[config.mk]
export PLATFORM = sky130hd
export DESIGN_NAME = lcd_status_reader
export DESIGN_NICKNAME = d
export VERILOG_FILES = /design/src/rtl/lcd_status_reader.sv
export SDC_FILE = /design/constraint.sdc
export NUM_CORES = 1
export LEC_CHECK = 0
export BUFFER_PORTS_ARGS = -buffer_cell sky130_fd_sc_hd__buf_4
export CAP_MARGIN = 25
export CORE_ASPECT_RATIO = 0.7
export CORE_UTILIZATION = 51
export CTS_BUF_LIST = sky130_fd_sc_hd__clkbuf_8 sky130_fd_sc_hd__clkbuf_16
export CTS_CLUSTER_DIAMETER = 150
export DETAILED_ROUTE_END_ITERATION = 6
export PLACE_DENSITY_LB_ADDON = 0.08
export SYNTH_ARGS = -nofsm -noshare
export SYNTH_HDL_FRONTEND = slang
export SYNTH_SLANG_ARGS = --single-unit
[constraint.sdc]
create_clock -name CLOCK_50 -period 2 [get_ports CLOCK_50]
set_clock_uncertainty 0.1 [all_clocks]
set_input_delay 0.5 -clock CLOCK_50 [delete_from_list [all_inputs] [get_ports CLOCK_50]]
set_output_delay 0.5 -clock CLOCK_50 [all_outputs]
set_load 0.02 [all_outputs]
[src/rtl/lcd_status_reader.sv]
// lcd_status_reader: timed read transactions (status or data) on an HD44780-style LCD bus.
// One shared down-counter times the SETUP, EN_HIGH and HOLD phases.
// Optional macro LCD_BUSY_POLL_EN: repeat status reads until BF=0 or POLL_MAX reads are issued.
module lcd_status_reader #(
    parameter int unsigned SETUP_CYC = 3,
    parameter int unsigned EN_CYC    = 25,
    parameter int unsigned HOLD_CYC  = 22,
    parameter int unsigned POLL_MAX  = 1000
) (
    input  logic       CLOCK_50,
    input  logic       RST,
    input  logic       req,
    input  logic       rd_rs,
    input  logic       poll,
    input  logic [7:0] LCD_DATA_I,
    output logic       LCD_RS,
    output logic       LCD_RW,
    output logic       LCD_EN,
    output logic       bus_own,
    output logic [7:0] rd_data,
    output logic       busy_flag,
    output logic [6:0] addr,
    output logic       done,
    output logic       timeout
);

    localparam int unsigned MAX_SE  = (SETUP_CYC > EN_CYC) ? SETUP_CYC : EN_CYC;
    localparam int unsigned MAX_CYC = (MAX_SE > HOLD_CYC) ? MAX_SE : HOLD_CYC;
    localparam int unsigned CNT_W   = $clog2(MAX_CYC) + 1;

    typedef enum logic [2:0] {StIdle, StSetup, StEnHigh, StHold, StDone} state_t;

    state_t             r_state, w_state_next;
    logic [CNT_W-1:0]   r_cnt, w_cnt_next;
    logic               r_rs, w_rs_next;
    logic [7:0]         r_rd_data, w_rd_data_next;
    logic               r_busy_flag, w_busy_flag_next;
    logic [6:0]         r_addr, w_addr_next;
    logic               w_again;
    logic               w_timeout_set;

`ifdef LCD_BUSY_POLL_EN
    localparam int unsigned PCNT_W = $clog2(POLL_MAX + 1);
    logic              r_poll, w_poll_next;
    logic [PCNT_W-1:0] r_poll_cnt, w_poll_cnt_next;
    logic              r_timeout, w_timeout_next;

    // Loop back while the read just completed still reported BF=1 and reads remain.
    assign w_again       = r_poll && !r_rs && r_busy_flag && (r_poll_cnt < PCNT_W'(POLL_MAX));
    assign w_timeout_set = r_poll && !r_rs && r_busy_flag;
`else
    logic w_unused_poll;
    assign w_unused_poll = poll;
    assign w_again       = 1'b0;
    assign w_timeout_set = 1'b0;
`endif

    // State, counter and captured-data registers.
    always_ff @(posedge CLOCK_50) begin
        if (RST) begin
            r_state     <= StIdle;
            r_cnt       <= '0;
            r_rs        <= 1'b0;
            r_rd_data   <= 8'h00;
            r_busy_flag <= 1'b0;
            r_addr      <= 7'h00;
        end else begin
            r_state     <= w_state_next;
            r_cnt       <= w_cnt_next;
            r_rs        <= w_rs_next;
            r_rd_data   <= w_rd_data_next;
            r_busy_flag <= w_busy_flag_next;
            r_addr      <= w_addr_next;
        end
    end

`ifdef LCD_BUSY_POLL_EN
    // Poll bookkeeping: latched poll request, reads issued, exhaustion flag.
    always_ff @(posedge CLOCK_50) begin
        if (RST) begin
            r_poll     <= 1'b0;
            r_poll_cnt <= '0;
            r_timeout  <= 1'b0;
        end else begin
            r_poll     <= w_poll_next;
            r_poll_cnt <= w_poll_cnt_next;
            r_timeout  <= w_timeout_next;
        end
    end
`endif

    // Next-state, counter reloads, data capture and bus outputs decoded from state.
    always_comb begin
        w_state_next     = r_state;
        w_cnt_next       = r_cnt;
        w_rs_next        = r_rs;
        w_rd_data_next   = r_rd_data;
        w_busy_flag_next = r_busy_flag;
        w_addr_next      = r_addr;
`ifdef LCD_BUSY_POLL_EN
        w_poll_next      = r_poll;
        w_poll_cnt_next  = r_poll_cnt;
        w_timeout_next   = r_timeout;
`endif
        LCD_RS  = 1'b0;
        LCD_RW  = 1'b0;
        LCD_EN  = 1'b0;
        bus_own = 1'b0;
        done    = 1'b0;

        unique case (r_state)
            StIdle: begin
                if (req) begin
                    w_state_next = StSetup;
                    w_cnt_next   = CNT_W'(SETUP_CYC - 1);
                    w_rs_next    = rd_rs;
`ifdef LCD_BUSY_POLL_EN
                    w_poll_next     = poll;
                    w_poll_cnt_next = '0;
                    w_timeout_next  = 1'b0;
`endif
                end
            end
            StSetup: begin
                LCD_RS  = r_rs;
                LCD_RW  = 1'b1;
                bus_own = 1'b1;
                if (r_cnt == '0) begin
                    w_state_next = StEnHigh;
                    w_cnt_next   = CNT_W'(EN_CYC - 1);
                end else begin
                    w_cnt_next = r_cnt - CNT_W'(1);
                end
            end
            StEnHigh: begin
                LCD_RS  = r_rs;
                LCD_RW  = 1'b1;
                LCD_EN  = 1'b1;
                bus_own = 1'b1;
                if (r_cnt == '0) begin
                    // Capture while EN is still high; EN drops next cycle.
                    w_rd_data_next = LCD_DATA_I;
                    if (!r_rs) begin
                        w_busy_flag_next = LCD_DATA_I[7];
                        w_addr_next      = LCD_DATA_I[6:0];
                    end
`ifdef LCD_BUSY_POLL_EN
                    w_poll_cnt_next = r_poll_cnt + PCNT_W'(1);
`endif
                    w_state_next = StHold;
                    w_cnt_next   = CNT_W'(HOLD_CYC - 1);
                end else begin
                    w_cnt_next = r_cnt - CNT_W'(1);
                end
            end
            StHold: begin
                LCD_RS  = r_rs;
                LCD_RW  = 1'b1;
                bus_own = 1'b1;
                if (r_cnt == '0) begin
                    if (w_again) begin
                        w_state_next = StSetup;
                        w_cnt_next   = CNT_W'(SETUP_CYC - 1);
                    end else begin
                        w_state_next = StDone;
`ifdef LCD_BUSY_POLL_EN
                        w_timeout_next = w_timeout_set;
`endif
                    end
                end else begin
                    w_cnt_next = r_cnt - CNT_W'(1);
                end
            end
            StDone: begin
                done         = 1'b1;
                w_state_next = StIdle;
            end
            default: w_state_next = StIdle;
        endcase
    end

    assign rd_data   = r_rd_data;
    assign busy_flag = r_busy_flag;
    assign addr      = r_addr;
`ifdef LCD_BUSY_POLL_EN
    assign timeout   = done && r_timeout;
`else
    assign timeout   = 1'b0 & w_timeout_set;
`endif

endmodule

Word-level counts from Yosys, hierarchy flattened
Cells that the tools add are included.
{"block": "totals", "reg_bits": 26, "in_bits": 13, "output_inout_bits": 22, "word_cells": 40}
{"block": "op_classes", "n_addsub": 1, "n_eq_ne": 9, "mux": 14, "bitwise_logic": 1, "n_reduce_logical": 9}
{"operator": "$mux W6", "n": 4}
{"operator": "$pmux W6 S4", "n": 1}
{"operator": "$mux W3", "n": 4}
{"operator": "$pmux W3 S4", "n": 1}
{"operator": "$ne A2 B2 Y1 const B", "n": 5}
{"operator": "$eq A3 B2 Y1 const B", "n": 2}
{"operator": "$logic_not A6 Y1", "n": 1}
{"operator": "$reduce_and A3 Y1", "n": 2}
{"operator": "$sub A6 B1 Y6 const B", "n": 1}
{"operator": "$mux W1", "n": 4}
{"operator": "$reduce_and A2 Y1", "n": 2}
{"operator": "$reduce_and A4 Y1", "n": 1}
{"operator": "$reduce_bool A4 Y1", "n": 1}
{"operator": "$eq A3 B1 Y1 const B", "n": 1}
{"operator": "$eq A3 B3 Y1 const B", "n": 1}
{"operator": "$logic_not A3 Y1", "n": 1}
{"operator": "$reduce_or A3 Y1", "n": 1}
{"operator": "$not A1 Y1", "n": 1}

Logic depth before layout (Yosys ltp)
Gate-level depths: netlist of the first run.
{"block": "logic_depth", "depth_word": 3, "depth_mapped": 7, "depth_no_buf": 6}

Worst setup path after synthesis of the first run
OpenSTA, ideal clock, no wires.
{"block": "synth_timing", "path_kind": "register to output", "from": "register r_state[2]", "to": "output LCD_RS", "arrival_ps": 1216, "t_required_ps": 1400, "path_slack_ps": 184, "stages_incl_launch_ff": 4, "path_buffers": 1, "path_cell_list": "dfxtp_1 -> clkbuf_1 -> nor2_1 -> and2_1"}
{"block": "synth_via", "elab_chain_cells": 3, "word_cells_on_any_way": 5, "classes_between": "eq/ne (3); mux (1); reduce/logical (1)"}
{"element": "start, declared", "line_no": "33", "source": "state_t r_state, w_state_next;"}
{"element": "start signal, assigned", "line_no": "61", "source": "r_state <= StIdle;"}
{"element": "start signal, assigned", "line_no": "68", "source": "r_state <= w_state_next;"}
{"element": "$eq A3 B2 Y1 or $eq A3 B1 Y1 (tied branches)", "line_no": "111", "source": "unique case (r_state)"}
{"element": "$reduce_or A3 Y1 (no line) *"}
{"element": "$mux W1 *", "line_no": "111"}
{"element": "end, declared", "line_no": "16", "source": "output logic LCD_RS,"}
Every way passes the cells marked *; elsewhere a longest branch is shown, timed or not.

Worst setup path in the final report of the first run
{"block": "layout_timing", "from": "register r_state[1]", "to": "output LCD_RS"}
Same word-level chain as after synthesis.

==> run summary, run 1 <==
setup TNS: 0 ns
Mapped Nets: 142
sequential-to-total area share from yosys stat: 0.405
final slew viol count: 0
clock period minus worst slack: 1.94 ns
largest net degree at the start of global routing: 25
Rel. slew slack: 0.604
DRC viols: 0
Starting Density: 0.569
ys async rst share: 0
Die X: 62.0 um
Worst Setup SP: r_state[1]
number of nets in the layout: 176
most used routing layer in global routing: met2
via count of the first global-routing pass: 942
Core Util, Final: 0.702
TritonCTS Buffers: 3
MaxCap Viol Count: 0
routed vias: 1,061
IO Port Bufs: 32
area leader, netlist: dfxtp_1
vias per cell: 5.53
dpl cells: 187
RSZ-0062 raised after global routing: no
share of layout cells above drive strength 1: 0.375
leading cell types by count after synthesis: dfxtp_1 (26), nor2_1 (26), mux2i_1 (18)
met3 Use GR: 0.0760
met2 Usage GRT: 0.357
Hold Vio Cnt, Final: 0
leak pwr: 0.000810 uW
fin area: 1590 um2
WP data arrival: 1.34 ns
final WL: 2.72 mm
fin cells: 192
Mapped Cells: 128
#FFs+latches synth: 26
Multi-input gate area: 682 um2
CTS max path bufs: 2
worst min path class: primary input to flip-flop
VDD IR max: 0.850 mV
Post-synth EDFFs: 0
TritonCTS clock tree: yes
H-tree levels: 1
ys flop type: dfxtp_1
initial antenna violation count: 0
Routed Antenna Nets: 0
clock-pin slew of the registers on the worst-case setup and hold paths: 0.08 ns
worst reg2reg setup slack: 0.13 ns
WHS Path Cells: 3
GRT Util Overall: 0.223
Yosys cell types: 46
Clock Latency Late Sink: 0.27 ns
Final Power: 2250 uW
Detailed Routing Iterations Pass 1: 4
clock sink total: 26
Synth-to-Final Area Change: 23.2%
WL/cell: 14.2 um
M1 GR Usage: 0.280
first-pass GRT wire length: 4.28 mm
pwr/cell area: 1420 nW/um2
Ports: 35
Worst Tran Pin Value: 0.590 ns
filler instances: 169
floorplan core area: 2260 um2
final setup fails: 0
Synth Area per Inst: 10.0 um2
routability congestion estimate: 0.764
endpoint type of the worst setup path: primary output
antenna cell count: 0
die area: 2730 um2
synth top area cells: dfxtp_1 (40%), mux2i_1 (14%), nor2_1 (7.6%)
outcome: completed
CP required: 1.40 ns
Congestion Overflow GR: 0
Synth warnings: 0
post-DP HPWL: 2.14 mm
Reg area: 522 um2
period utilization: 0.971
r2r startpoint: r_cnt[0]
area of placed instances: 1520 um2
maximum clock rate: 515 MHz
Rows: 14
reg2reg path depth: 7
CP Class: flip-flop to primary output
initial drt markers: 65
critical path startpoint category: flip-flop
Die H: 44.0 um
CP endpoint: LCD_RS
crit-path max FO: 10
Synth top area share: 0.405
Mapped Area: 1290 um2
root buffer cell: clkbuf_8
FF-to-FF End: r_cnt[1]
## report_power, final
| group | leakage (uW) | internal, uW | switching [uW] |
|---|---|---|---|
| registers | 0.000212 | 626 | 126 |
| logic | 0.000577 | 573 | 636 |
| clock network | 0.0000216 | 135 | 153 |
| total | 0.000810 | 1330 | 915 |
## state kept, by name, indices dropped and copies added, names as in the netlist
| signal | count |
|---|---|
| r_cnt | 6 |
| r_rs | 1 |
| addr | 7 |
| rd_data | 8 |
| busy_flag | 1 |
| r_state | 3 |
## worst min path at each step
stage | from | endpoint
global placement | rd_data[3] | rd_data[3]
finish | LCD_DATA_I[3] | rd_data[3]
detailed placement | addr[5] | addr[5]
global route | LCD_DATA_I[3] | rd_data[3]
CTS | LCD_DATA_I[0] | addr[0]
floorplan | r_cnt[0] | r_cnt[0]
## metrics by stage
step / hold WS [ns] / setup slack, ns
floorplan: 0.370 / 0.184
global placement: 0.375 / 0.143
detailed placement: 0.392 / 0.0283
CTS: 0.365 / 0.0260
global route: 0.372 / 0.0120
finish: 0.366 / 0.0580
## layer usage
| layer | up-vias | wire length (um) |
|---|---|---|
| met5 | - | 0 |
| met4 | 0 | 29 |
| met3 | 4 | 207 |
| met2 | 47 | 1320 |
| met1 | 496 | 1170 |
| li1 | 514 | - |
## final cells by class
class                      count  share of cell area
multi-input combinational     90               0.430
sequential                    26               0.329
timing repair buffer          39               0.185
clock buffer                   3              0.0260
tap                           32              0.0253
inverter                       2             0.00474
## worst max-delay path, cell delays in order (launching register included)
cell     delay, ns
dfxtp_2       0.38
nor2_2        0.26
nor2_1        0.11
and2_1        0.18
buf_4         0.15
## cell usage in the layout (no fill, tap or decap), drive strengths merged, types with 3 or more instances in the layout
| cell type | instances |
|---|---|
| a21oi | 3 |
| and3 | 3 |
| mux2i | 18 |
| dfxtp | 26 |
| nand3 | 3 |
| nor3b | 3 |
| nor3 | 4 |
| clkbuf | 3 |
| nor2 | 27 |
| buf | 39 |
## cells by family after synthesis
kind of cell,synth area share
muxes,0.140
and+or+nand+nor,0.257
xor gates and xnor gates,0.0136
adders and majority gates,0.00973
AOI/OAI and AO/OA,0.102
other,0.00292
buffers and inverters,0.0700
DFF,0.405
## what timing repair did
action                     CTS  global route
hold buffers                 0             0
setup endpoints to repair    3             8
setup buffers                2             0
gates resized for setup      2             2
No activity file was read; power rests on OpenSTA's default activity.
==> run 2, diff against run 1 <==
--- a/config.mk
+++ b/config.mk
@@ -8,7 +8,7 @@
 export BUFFER_PORTS_ARGS = -buffer_cell sky130_fd_sc_hd__buf_4
 export CAP_MARGIN = 25
 export CORE_ASPECT_RATIO = 0.7
-export CORE_UTILIZATION = 51
+export CORE_UTILIZATION = 46
 export CTS_BUF_LIST = sky130_fd_sc_hd__clkbuf_8 sky130_fd_sc_hd__clkbuf_16
 export CTS_CLUSTER_DIAMETER = 150
 export DETAILED_ROUTE_END_ITERATION = 6
==> constraint.sdc (replaced) <==
create_clock -name CLOCK_50 -period 1.72 [get_ports CLOCK_50]
set_clock_uncertainty 0.1 [all_clocks]
set_input_delay 0.43 -clock CLOCK_50 [delete_from_list [all_inputs] [get_ports CLOCK_50]]
set_output_delay 0.43 -clock CLOCK_50 [all_outputs]
set_load 0.02 [all_outputs]
==> run 2 against run 1 <==
  * The run now ends with setup timing left
  * Largest cell class unchanged
  * Critical endpoint is now r_cnt[2]
  * Highest routed layer unchanged
  * Clock-buffer cell count up 1
  * Routed wire length grew 13%
  * Sequential share of layout area fell by 3.6 points
==> run summary, run 2 (synthesis results as in run 1) <==
VDD IR max: 0.802 mV
floorplan core area: 2550 um2
Core Util, Final: 0.712
worst min path class: primary input to flip-flop
critical path startpoint category: flip-flop
crit-path cells: inv_2 -> ha_4 -> buf_4 -> nor3b_4 -> buf_12 -> nand3_2 -> and4b_2 -> a221o_1
clock period minus worst slack: 1.74 ns
post-DP HPWL: 2.19 mm
endpoint type of the worst setup path: flip-flop
violated checks: setup timing
max reg flops: 8
Detailed Routing Iterations Pass 1: 4
maximum clock rate: 574 MHz
commonest non-fill, non-tap cell in the layout: buf_4
Die H: 46.2 um
final setup fails: 2
period utilization: 1.01
CTS max path bufs: 2
slowest CP cell: dfxtp_2
IO Port Bufs: 32
Rows: 15
WP data arrival: 1.81 ns
Congestion Overflow GR: 0
clock-pin slew of the registers on the worst-case setup and hold paths: 0.09 ns
WL/cell: 14.8 um
vias per cell: 5.35
die area: 3010 um2
outcome: finished, violations left
setup ws final: -0.0229 ns
CP max stage delay: 0.33 ns
via count of the first global-routing pass: 961
pwr/cell area: 1750 nW/um2
Synth-to-Final Area Change: 41.2%
Clock Latency Late Sink: 0.27 ns
final WL: 3.07 mm
Die X: 65.2 um
Starting Density: 0.504
MaxCap Viol Count: 0
leak pwr: 0.000893 uW
Hold Vio Cnt, Final: 0
root buffer cell: clkbuf_8
CTS Hold Bufs: 0
share of layout cells above drive strength 1: 0.494
Ports: 35
Final Power: 3190 uW
crit-path max FO: 8
antenna cell count: 0
H-tree levels: 1
CP Class: flip-flop to flip-flop
routability congestion estimate: 0.891
filler instances: 188
routed vias: 1,112
largest net degree at the start of global routing: 25
Routed Antenna Nets: 0
fin cells: 208
CP required: 1.79 ns
GRT Util Overall: 0.208
RSZ-0062 raised after global routing: yes
TritonCTS clock tree: yes
TritonCTS Buffers: 3
dpl cells: 199
number of nets in the layout: 189
first-pass GRT wire length: 4.58 mm
most frequent cells in the layout: buf_4 (48), nor2_1 (23), dfxtp_1 (21)
final slew viol count: 0
clock sink total: 26
initial drt markers: 67
Setup WS pre-CTS: -0.146 ns
DRC viols: 0
initial antenna violation count: 0
run 2: through the flow:
step	setup TNS [ns]	hold WS (ns)	cell area [um2]
2_1_floorplan	0	0.370	1290
3_3_place_gp	-1.03	0.377	1620
3_5_place_dp	-1.47	0.388	1620
4_1_cts	-0.0899	0.296	1770
5_1_grt	-1.33	0.289	1820
6_report	-0.0446	0.299	1820
run 2: layer usage:
| metal | GRT usage | up-vias | wire [um] |
|---|---|---|---|
| li1 | - | 540 | - |
| met1 | 0.272 | 526 | 1420 |
| met2 | 0.359 | 42 | 1470 |
| met3 | 0.0594 | 4 | 171 |
| met4 | 0.0130 | 0 | 16 |
| met5 | 0 | - | 0 |
run 2: final cells by class:
| type | count | area, um2 | area share |
|---|---|---|---|
| Inverter | 2 | 7.51 | 0.00413 |
| Timing Repair Buffer | 52 | 423 | 0.233 |
| Multi-Input combinational cell | 90 | 757 | 0.417 |
| Tap cell | 34 | 42.5 | 0.0234 |
| Sequential cell | 26 | 532 | 0.293 |
| Clock buffer | 4 | 55.1 | 0.0303 |
run 2: where the power goes:
group	switching [uW]	internal, uW
Clock	199	205
Combinational	899	1000
Sequential	145	739
Total	1240	1940
run 2: final timing paths:
kind / from / to / slack, ns / depth (start not counted)
max: r_cnt[0] / r_cnt[2] / -0.02 / 8
min: LCD_DATA_I[1] / addr[1] / 0.30 / 3
max reg2reg: r_cnt[0] / r_cnt[2] / -0.02 / 8
min reg2reg: addr[0] / addr[0] / 0.40 / 2
run 2: repair_timing:
| item | CTS | global route |
|---|---|---|
| resized for setup | 18 | 7 |
| pin swaps | 13 | 7 |
| hold endpoints to repair | 0 | 0 |
| endpoints found under the setup margin | 19 | 24 |
| buffers inserted | 7 | 2 |
run 2: worst max-delay path, delay by kind of cell (launching register included):
kind / cells / cell delay, ns
and+or+nand+nor: 3 / 0.47
AOI/OAI and AO/OA: 1 / 0.25
DFF: 1 / 0.33
buffers and inverters: 3 / 0.33
adders and majority gates: 1 / 0.15
